==> src/rtl/fetch_pkg.sv <==
// fetch_pkg
// Shared widths and the prefetch-queue entry type for the instruction-fetch
// stage of the 16-bit pipelined processor.
//   ADDR_W        : word-address width
//   INSTR_W       : instruction width
//   fetch_entry_t : one queued instruction together with its address
package fetch_pkg;

    localparam int ADDR_W  = 16;
    localparam int INSTR_W = 16;

    typedef struct packed {
        logic [INSTR_W-1:0] instr;
        logic [ADDR_W-1:0]  pc;
    } fetch_entry_t;

endpackage

==> src/rtl/fetch_queue.sv <==
// fetch_queue
// First-word-fall-through FIFO of fetch_entry_t used as the prefetch queue.
// Ports:
//   clk, rst    : clock, asynchronous active-high reset
//   push        : write push_entry at the tail this cycle
//   push_entry  : entry to write
//   pop         : drop the head entry this cycle
//   flush       : empty the queue (overrides push and pop)
//   head        : current head entry (valid whenever count != 0)
//   count       : number of entries held, 0..QDEPTH
// QDEPTH must be a power of two so the pointers wrap naturally.
module fetch_queue
    import fetch_pkg::*;
#(
    parameter int QDEPTH = 2
) (
    input  logic                         clk,
    input  logic                         rst,
    input  logic                         push,
    input  fetch_entry_t                 push_entry,
    input  logic                         pop,
    input  logic                         flush,
    output fetch_entry_t                 head,
    output logic [$clog2(QDEPTH+1)-1:0]  count
);

    localparam int PTR_W = $clog2(QDEPTH);
    localparam int CNT_W = $clog2(QDEPTH+1);

    fetch_entry_t     storage [QDEPTH];
    logic [PTR_W-1:0] rd_ptr;
    logic [PTR_W-1:0] wr_ptr;

    // Storage, pointers and occupancy. A flush only rewinds the pointers;
    // stale storage contents are harmless because count gates validity.
    always_ff @(posedge clk or posedge rst) begin
        if (rst) begin
            rd_ptr <= '0;
            wr_ptr <= '0;
            count  <= '0;
            for (int i = 0; i < QDEPTH; i++) begin
                storage[i] <= '0;
            end
        end else if (flush) begin
            rd_ptr <= '0;
            wr_ptr <= '0;
            count  <= '0;
        end else begin
            if (push) begin
                storage[wr_ptr] <= push_entry;
                wr_ptr          <= wr_ptr + PTR_W'(1);
            end
            if (pop) begin
                rd_ptr <= rd_ptr + PTR_W'(1);
            end
            case ({push, pop})
                2'b10:   count <= count + CNT_W'(1);
                2'b01:   count <= count - CNT_W'(1);
                default: count <= count;
            endcase
        end
    end

    assign head = storage[rd_ptr];

endmodule

==> src/rtl/fetch_stage.sv <==
// fetch_stage
// Instruction-fetch stage: owns the PC, issues word addresses to a
// synchronous instruction memory (data returns one cycle after the request)
// and buffers returned instructions in a prefetch queue handed to decode
// over a valid/ready handshake. A one-cycle redirect flushes the queue and
// any in-flight fetch and restarts fetching at redirect_pc.
// Ports:
//   clk, rst        : clock, asynchronous active-high reset
//   imem_req        : fetch request this cycle
//   imem_addr       : word address of the request (registered PC)
//   imem_rdata      : instruction for the request issued last cycle
//   if_valid        : queue head valid toward decode
//   id_ready        : decode accepts the head this cycle
//   if_instr        : head instruction
//   if_pc           : head instruction address
//   if_pc_plus1     : if_pc + 1, modulo 2^16
//   redirect        : single-cycle flush-and-redirect
//   redirect_pc     : new fetch address, sampled with redirect
//   fetch_count     : pops so far            (only with FETCH_PERF_EN)
//   drop_count      : discarded fetches so far (only with FETCH_PERF_EN)
// Build option: define FETCH_PERF_EN to add the two performance counters.
module fetch_stage
    import fetch_pkg::*;
#(
    parameter logic [ADDR_W-1:0] RESET_PC = 16'h0000,
    parameter int                QDEPTH   = 2
) (
    input  logic                clk,
    input  logic                rst,
    output logic                imem_req,
    output logic [ADDR_W-1:0]   imem_addr,
    input  logic [INSTR_W-1:0]  imem_rdata,
    output logic                if_valid,
    input  logic                id_ready,
    output logic [INSTR_W-1:0]  if_instr,
    output logic [ADDR_W-1:0]   if_pc,
    output logic [ADDR_W-1:0]   if_pc_plus1,
    input  logic                redirect,
`ifdef FETCH_PERF_EN
    output logic [15:0]         fetch_count,
    output logic [15:0]         drop_count,
`endif
    input  logic [ADDR_W-1:0]   redirect_pc
);

    localparam int CNT_W = $clog2(QDEPTH+1);

    logic [ADDR_W-1:0] pc;
    logic [ADDR_W-1:0] inflight_pc;
    logic              inflight;
    logic              epoch;
    logic              inflight_epoch;

    logic [CNT_W-1:0]  q_count;
    fetch_entry_t      q_head;
    fetch_entry_t      q_push_entry;
    logic              pop;
    logic              accept;
    logic              push;
    logic [CNT_W:0]    occupancy;

    // Handshake and issue decisions. Occupancy counts the in-flight fetch as
    // already queued and a same-cycle pop as already freed, so an accepted
    // response always finds room while one instruction per cycle streams.
    always_comb begin
        if_valid  = (q_count != '0) && !redirect;
        pop       = if_valid && id_ready;
        occupancy = {1'b0, q_count} + (CNT_W+1)'(inflight) - (CNT_W+1)'(pop);
        imem_req  = !redirect && (occupancy < (CNT_W+1)'(QDEPTH));
        accept    = inflight && (inflight_epoch == epoch);
        push      = accept && !redirect;
    end

    assign q_push_entry = '{instr: imem_rdata, pc: inflight_pc};

    // PC, in-flight tracking and epoch. Redirect wins over issue; the epoch
    // toggle marks any response from before the redirect as stale.
    always_ff @(posedge clk or posedge rst) begin
        if (rst) begin
            pc             <= RESET_PC;
            inflight       <= 1'b0;
            epoch          <= 1'b0;
            inflight_epoch <= 1'b0;
            inflight_pc    <= '0;
        end else begin
            inflight <= imem_req;
            if (redirect) begin
                pc    <= redirect_pc;
                epoch <= ~epoch;
            end else if (imem_req) begin
                pc             <= pc + ADDR_W'(1);
                inflight_epoch <= epoch;
                inflight_pc    <= pc;
            end
        end
    end

    fetch_queue #(
        .QDEPTH(QDEPTH)
    ) u_queue (
        .clk        (clk),
        .rst        (rst),
        .push       (push),
        .push_entry (q_push_entry),
        .pop        (pop),
        .flush      (redirect),
        .head       (q_head),
        .count      (q_count)
    );

    assign imem_addr   = pc;
    assign if_instr    = q_head.instr;
    assign if_pc       = q_head.pc;
    assign if_pc_plus1 = q_head.pc + ADDR_W'(1);

`ifdef FETCH_PERF_EN
    logic stale;

    // A response is dropped when it arrives in a redirect cycle or belongs
    // to an older epoch; a redirect also drops every entry still queued.
    assign stale = inflight && (redirect || !accept);

    always_ff @(posedge clk or posedge rst) begin
        if (rst) begin
            fetch_count <= '0;
            drop_count  <= '0;
        end else begin
            if (pop) begin
                fetch_count <= fetch_count + 16'd1;
            end
            drop_count <= drop_count
                        + (redirect ? 16'(q_count) : 16'd0)
                        + 16'(stale);
        end
    end
`endif

endmodule

==> config.mk <==
export PLATFORM = sky130hd
export DESIGN_NAME = fetch_stage
export DESIGN_NICKNAME = d
export VERILOG_FILES = /design/src/rtl/fetch_pkg.sv /design/src/rtl/fetch_queue.sv /design/src/rtl/fetch_stage.sv
export SDC_FILE = /design/constraint.sdc
export NUM_CORES = 1
export LEC_CHECK = 0
export CORE_MARGIN = 1.5
export CORE_UTILIZATION = 35
export DETAILED_ROUTE_END_ITERATION = 10
export PLACE_DENSITY = 0.63
export SKIP_CTS_REPAIR_TIMING = 1
export SYNTH_ARGS = -nofsm -noshare
export SYNTH_HDL_FRONTEND = slang
export SYNTH_SLANG_ARGS = --single-unit
==> constraint.sdc <==
create_clock -name clk -period 5.72 [get_ports clk]
set_input_delay 1.144 -clock clk [delete_from_list [all_inputs] [get_ports clk]]
set_output_delay 1.144 -clock clk [all_outputs]
set_load 0.03 [all_outputs]
# Word level (Yosys, flattened, before mapping)

Index checks and enable logic that the tools add are counted.

Flip-flop bits (word level): 103
Output and inout bits: 66
Bits of input ports: 36

Eq/ne operators: 3
Bitwise logic cells: 4
Reductions and logical operators: 14
Magnitude comparators: 4
Muxes and demuxes: 14
Add/subtract/negate cells: 8

Operators by type and width:

| kind                                                | count |
|---|---|
| 2-to-1 mux 32 bit                                   | 4 |
| bitwise mux 64 bit                                  | 1 |
| adder 16 x 1 -> 16 bit, second input constant       | 2 |
| demux 32 bit (select 1 bit)                         | 1 |
| 2-to-1 mux 16 bit                                   | 2 |
| nonzero test 2 bit                                  | 4 |
| logical AND 1 bit                                   | 6 |
| >= comparator 2 bit, second input constant          | 2 |
| 2-to-1 mux 1 bit                                    | 4 |
| inverter 1 -> 2 bit                                 | 2 |
| one-hot mux 2 bit (2 select lines)                  | 1 |
| AND reduction 2 bit                                 | 2 |
| adder 2 x 1 -> 3 bit                                | 1 |
| < comparator 3 x 2 -> 1 bit, second input constant  | 1 |
| nonzero test 3 bit                                  | 1 |
| subtractor 3 x 1 -> 3 bit                           | 1 |
| adder 1 bit, second input constant                  | 2 |
| adder 2 x 1 -> 2 bit, second input constant         | 1 |
| equality test 2 x 1 -> 1 bit, second input constant | 1 |
| equality test 2 bit, second input constant          | 1 |
| < comparator 2 x 1 -> 1 bit, second input constant  | 1 |
| 2-to-1 mux 2 bit                                    | 1 |
| inverter 1 bit                                      | 2 |
| subtractor 2 x 1 -> 2 bit, second input constant    | 1 |
| 2 further kinds                                     | 2 |

# Depth between registers and ports, before layout

Depth after elaboration: 8
Gate-level depth with buffers: 10

# Cells and area by module

From an unflattened synthesis, not the netlist that was laid out.

Cell total of the unflattened synthesis: 391
Area total of the unflattened synthesis: 4972.3 um2

By module, submodules not included:

| module      | area an instance (um2) | cells each | instances |
|---|---|---|---|
| fetch_queue | 2977.9                 | 191        | 1 |
| fetch_stage | 1994.4                 | 200        | 1 |

# Least setup slack after synthesis

No wires, ideal clock.

Path kind: input port to output port
Start: input redirect
End: output imem_req
Buffers on the path: 2
Path slack: 1.087 ns
Stages: 9
Required time: 4.576 ns
Data arrival time: 3.489 ns
Path through: clkbuf_1 > nor3_1 > ha_1 > nand2b_1 > fa_1 > xnor2_1 > nand2_1 > nor2_2 > buf_4

Word-level cells in the longest chain between the ends: 6

RTL lines:

| what                        | RTL line                             | text |
|---|---|---|
| start: declaration          | fetch_stage.sv:38                    | `input logic redirect,` |
| zero test 1 bit *           | fetch_stage.sv:66, fetch_stage.sv:69 |  |
| logical AND 1 bit           | fetch_stage.sv:66                    | `if_valid = (q_count != '0) && !redirect;` |
| logical AND 1 bit           | fetch_stage.sv:67                    | `pop = if_valid && id_ready;` |
| subtractor 3 x 1 -> 3 bit   | fetch_stage.sv:68                    | `occupancy = {1'b0, q_count} + (CNT_W+1)'(inflight) - (CNT_W+1)'(pop);` |
| < comparator 3 x 2 -> 1 bit | fetch_stage.sv:69                    | `imem_req = !redirect && (occupancy < (CNT_W+1)'(QDEPTH));` |
| logical AND 1 bit *         | fetch_stage.sv:69                    |  |
| end: declaration            | fetch_stage.sv:30                    | `output logic imem_req,` |

Mark *: on every way between the ends. The rest lies on a longest branch, timed or not.

# Worst setup path in the final report

Start: input id_ready
End: output imem_req

Word-level cells in the longest chain between the ends: 4

RTL lines:

| what                        | RTL line          | text |
|---|---|---|
| start: declaration          | fetch_stage.sv:34 | `input logic id_ready,` |
| logical AND 1 bit           | fetch_stage.sv:67 |  |
| subtractor 3 x 1 -> 3 bit   | fetch_stage.sv:68 |  |
| < comparator 3 x 2 -> 1 bit | fetch_stage.sv:69 |  |
| logical AND 1 bit           | fetch_stage.sv:69 |  |

Every way passes these cells.

==> impl_results.md <==
- Die ar.: 15000 um^2
- Clock sink total: just over 100
- Die width: 123 um
- Peak Freq: ~200 MHz
- Slew Limit Fails: 0
- Max-Cap Viols: 0
- CP arrival: roughly 3.8 ns
- Final wirelength: around 11000 um
- ANT nets after route: 0
- FF+latch count, synth: just over 100
- First-pass GRT wire length: 18100 um
- Gr ovfl total: 0
- Number of synthesized flops with an enable pin: 0
- Library cells used by synthesis: 43
- Worst clock skew: 0.00698 ns
- Setup violators final: 0
- Vias: approximately 3500
- Sw Share: 0.395
- Worst-Skew Late Latency: about 0.35 ns
- Worst Hold Slack: roughly 0.5 ns
- Post-DP Area: 6200 um^2
- Leak Pwr: 2.66 nW
- Status: finished clean
- Starting DRT DRC Count: around 110
- Clock-pin slew on the worst setup and hold paths: about 0.060 ns
- Port-buffer cells: 101
- Share of post-route cells with drive strength above 1: 0.236
- Syn Area/Cell: around 12 um^2
- Dpl ws: between 0.7 and 0.8 ns
- Gate power share: 0.503
- Io pins: just over 100
- Cell Area, Synth: between 5000 and 6000 um^2
- Hold depth: 1
- CTS root buf: clkbuf_16
- Inst Count DP: roughly 670
- Worst r2r dst: imem_addr[13]$_DFFE_PP0P_
- Clock share of power: 0.160
- Area contributors post-synth: dfrtp_1, mux2_2, mux2_1
- R2R depth: 9
- Setup ws final: roughly 0.75 ns
- Worst-margin pin slew: between 0.9 and 1 ns
- RSZ-0062 raised after global routing: false
- Reg2Reg Launch Point: u_queue.count[1]$_DFFE_PP0P_
- Worst reg2reg setup slack: about 2.2 ns
- HPWL after DPL: approximately 7900 um
- DRC Markers: 0
- Clk buf depth: 2
- Critical Path Sink: imem_req
- Vias/cell: 5.15
- Std-Cell Rows: 43
- Dominant synthesized flop cell: dfrtp_1
- Sequential share of power: 0.336
- Critical Path Source: id_ready
- Area Overhead vs Synth: 29.8%
- Internal Power: about 0.0023 W
- Async set-reset flop share out of synthesis: 1.00
- Setup Total Neg Slack: 0 ns
- Startpoint Class: input port
- Hold WC Path Type: reg2reg
- Nets: 544
- Post-Syn Instances: around 410
- Hold_sp: u_queue.storage[19]$_DFFE_PP0P_
- Largest net degree at the start of global routing: between 60 and 70
- Vias in the first global route: around 3600
- Seq/Total Area, Yosys: 0.515
- Mapped Nets: around 450
- CP endpoint kind: primary output
- Synth top area share: 0.515
- Filler cell count: 1275
- PD cells: between 500 and 600 nW/um^2
- Kind of critical path: in2out
- Total GRT Usage: 0.156
- Final Hold Viols: 0
- Worst Path Max Fanout: 4
- DIE HEIGHT: approximately 120 um
- Routed len/inst: approximately 16 um
- Sw Pwr: 0.00149 W
- Period utilization: 0.868
- Cell taking the most area after synthesis: dfrtp_1
- Drt first pass iters: 4
- Non-filler cells, final: between 600 and 700
- Total CTS buffers: 9
- Slew margin rel.: 0.381
- Inserted Diodes: 0
- Initial antenna violation count: 0
- Core footprint: approximately 14000 um^2
- Worst ir drop on vdd: approximately 0.00026 V
- Fin crit period: roughly 5.0 ns
- Routability cong.: between 0.8 and 0.9
- CTS H-tree lvls: 3
- Initial core utilization: 0.359
- Ys Warns: 0
- Worst EP required: between 4 and 5 ns
- Post-route cell area: 6490 um^2
- CTS tree: yes
cell families (layout without fill, tap and decap cells):
| group | count (synthesis) | count (layout) | synth area share |
|---|---|---|---|
| mux | 114 | 114 | 0.255 |
| flops | 103 | 103 | 0.515 |
| buf+inv | 31 | 134 | 0.0263 |
| simple gates | 94 | 94 | 0.0996 |
| compound gates | 35 | 35 | 0.0458 |
| fa+ha+maj | 4 | 4 | 0.0115 |
| xor+xnor | 25 | 25 | 0.0465 |
registers in the layout (all words and copies together) (netlist names):
| name | flops |
|---|---|
| u_queue.count | 2 |
| inflight | 1 |
| epoch | 1 |
| u_queue.storage | 64 |
| inflight_pc | 16 |
| u_queue.wr_ptr | 1 |
| imem_addr | 16 |
| u_queue.rd_ptr | 1 |
| inflight_epoch | 1 |
metal layers:
layer,vias to the layer above,GRT usage,part of all wire,wire length [um]
met5,-,0,0,0
met4,0,0.0414,0.0095,108
met3,9,0.0437,0.046,523
met2,96,0.254,0.46,5240
met1,1782,0.204,0.48,5440
li1,1659,-,-,-
metrics by stage:
| stage | power [W] | util |
|---|---|---|
| final | 0.00378 | 0.466 |
| after detailed placement | 0.00320 | 0.445 |
| after global placement | 0.00315 | 0.445 |
| after floorplan | 0.00249 | - |
| after global routing | 0.00400 | 0.466 |
| after CTS | 0.00382 | 0.466 |
critical path: stages:
cell             delay [ns]
clkdlybuf4s50_1        0.48
inv_1                  0.07
nor3_1                 0.41
ha_1                   0.32
nand2b_1               0.17
fa_1                   0.42
xnor2_1                0.30
nand2_1                0.18
nor2_2                 0.14
buf_4                  0.18
cells in the final DEF, fill, tap and decap left out, types with 3 or more instances in the layout:
cell type | netlist | routed
dfrtp_1 | 103 | 102
clkdlybuf4s50_1 | 0 | 100
mux2_2 | 94 | 94
nand2_1 | 23 | 23
xnor2_1 | 15 | 15
nand3_1 | 15 | 14
nor2_1 | 14 | 14
mux2_1 | 13 | 13
o21ai_0 | 10 | 10
inv_1 | 11 | 10
xor2_1 | 9 | 9
nand4_1 | 9 | 9
clkbuf_16 | 0 | 9
a31oi_1 | 8 | 8
mux2i_1 | 7 | 7
or4_1 | 6 | 6
buf_4 | 1 | 6
o31ai_1 | 5 | 5
nor3_1 | 5 | 4
nand4b_1 | 4 | 4
nand3b_1 | 4 | 4
and2_1 | 3 | 3
or3_1 | 3 | 3
a22oi_1 | 3 | 3
ha_1 | 3 | 3
synthesized netlist by cell type, types with 3 or more instances:
library cell	number
dfrtp_1	103
mux2_2	94
nand2_1	23
nand3_1	15
xnor2_1	15
nor2_1	14
mux2_1	13
inv_1	11
o21ai_0	10
buf_2	9
nand4_1	9
xor2_1	9
a31oi_1	8
clkbuf_1	7
mux2i_1	7
or4_1	6
nor3_1	5
o31ai_1	5
nand3b_1	4
nand4b_1	4
a22oi_1	3
and2_1	3
ha_1	3
or3_1	3
area by class of cell:
| class | count | area (um^2) | share of cell area |
|---|---|---|---|
| sequential | 103 | 2580 | 0.397 |
| multi-input combinational | 272 | 2300 | 0.355 |
| timing repair buffer | 106 | 1050 | 0.161 |
| clock buffer | 11 | 233 | 0.0359 |
| tap | 180 | 225 | 0.0347 |
| clock inverter | 5 | 57.6 | 0.00887 |
| inverter | 12 | 47.5 | 0.00733 |
power by group through the flow:
stage          clock, W  combinational [W]  sequential [W]
2_1_floorplan         0            0.00126         0.00124
6_report       0.000605            0.00190         0.00127
3_3_place_gp          0            0.00189         0.00126
3_5_place_dp          0            0.00192         0.00128
5_1_grt        0.000658            0.00203         0.00132
4_1_cts        0.000629            0.00193         0.00127
worst min path at each step:
stage | end | slack (ns)
4_1_cts | u_queue.storage[19]$_DFFE_PP0P_ | 0.50
3_3_place_gp | u_queue.storage[31]$_DFFE_PP0P_ | 0.47
3_5_place_dp | u_queue.storage[21]$_DFFE_PP0P_ | 0.48
6_report | u_queue.storage[19]$_DFFE_PP0P_ | 0.49
5_1_grt | u_queue.storage[21]$_DFFE_PP0P_ | 0.51
2_1_floorplan | u_queue.storage[16]$_DFFE_PP0P_ | 0.46
No activity file was read; power rests on OpenSTA's default activity.
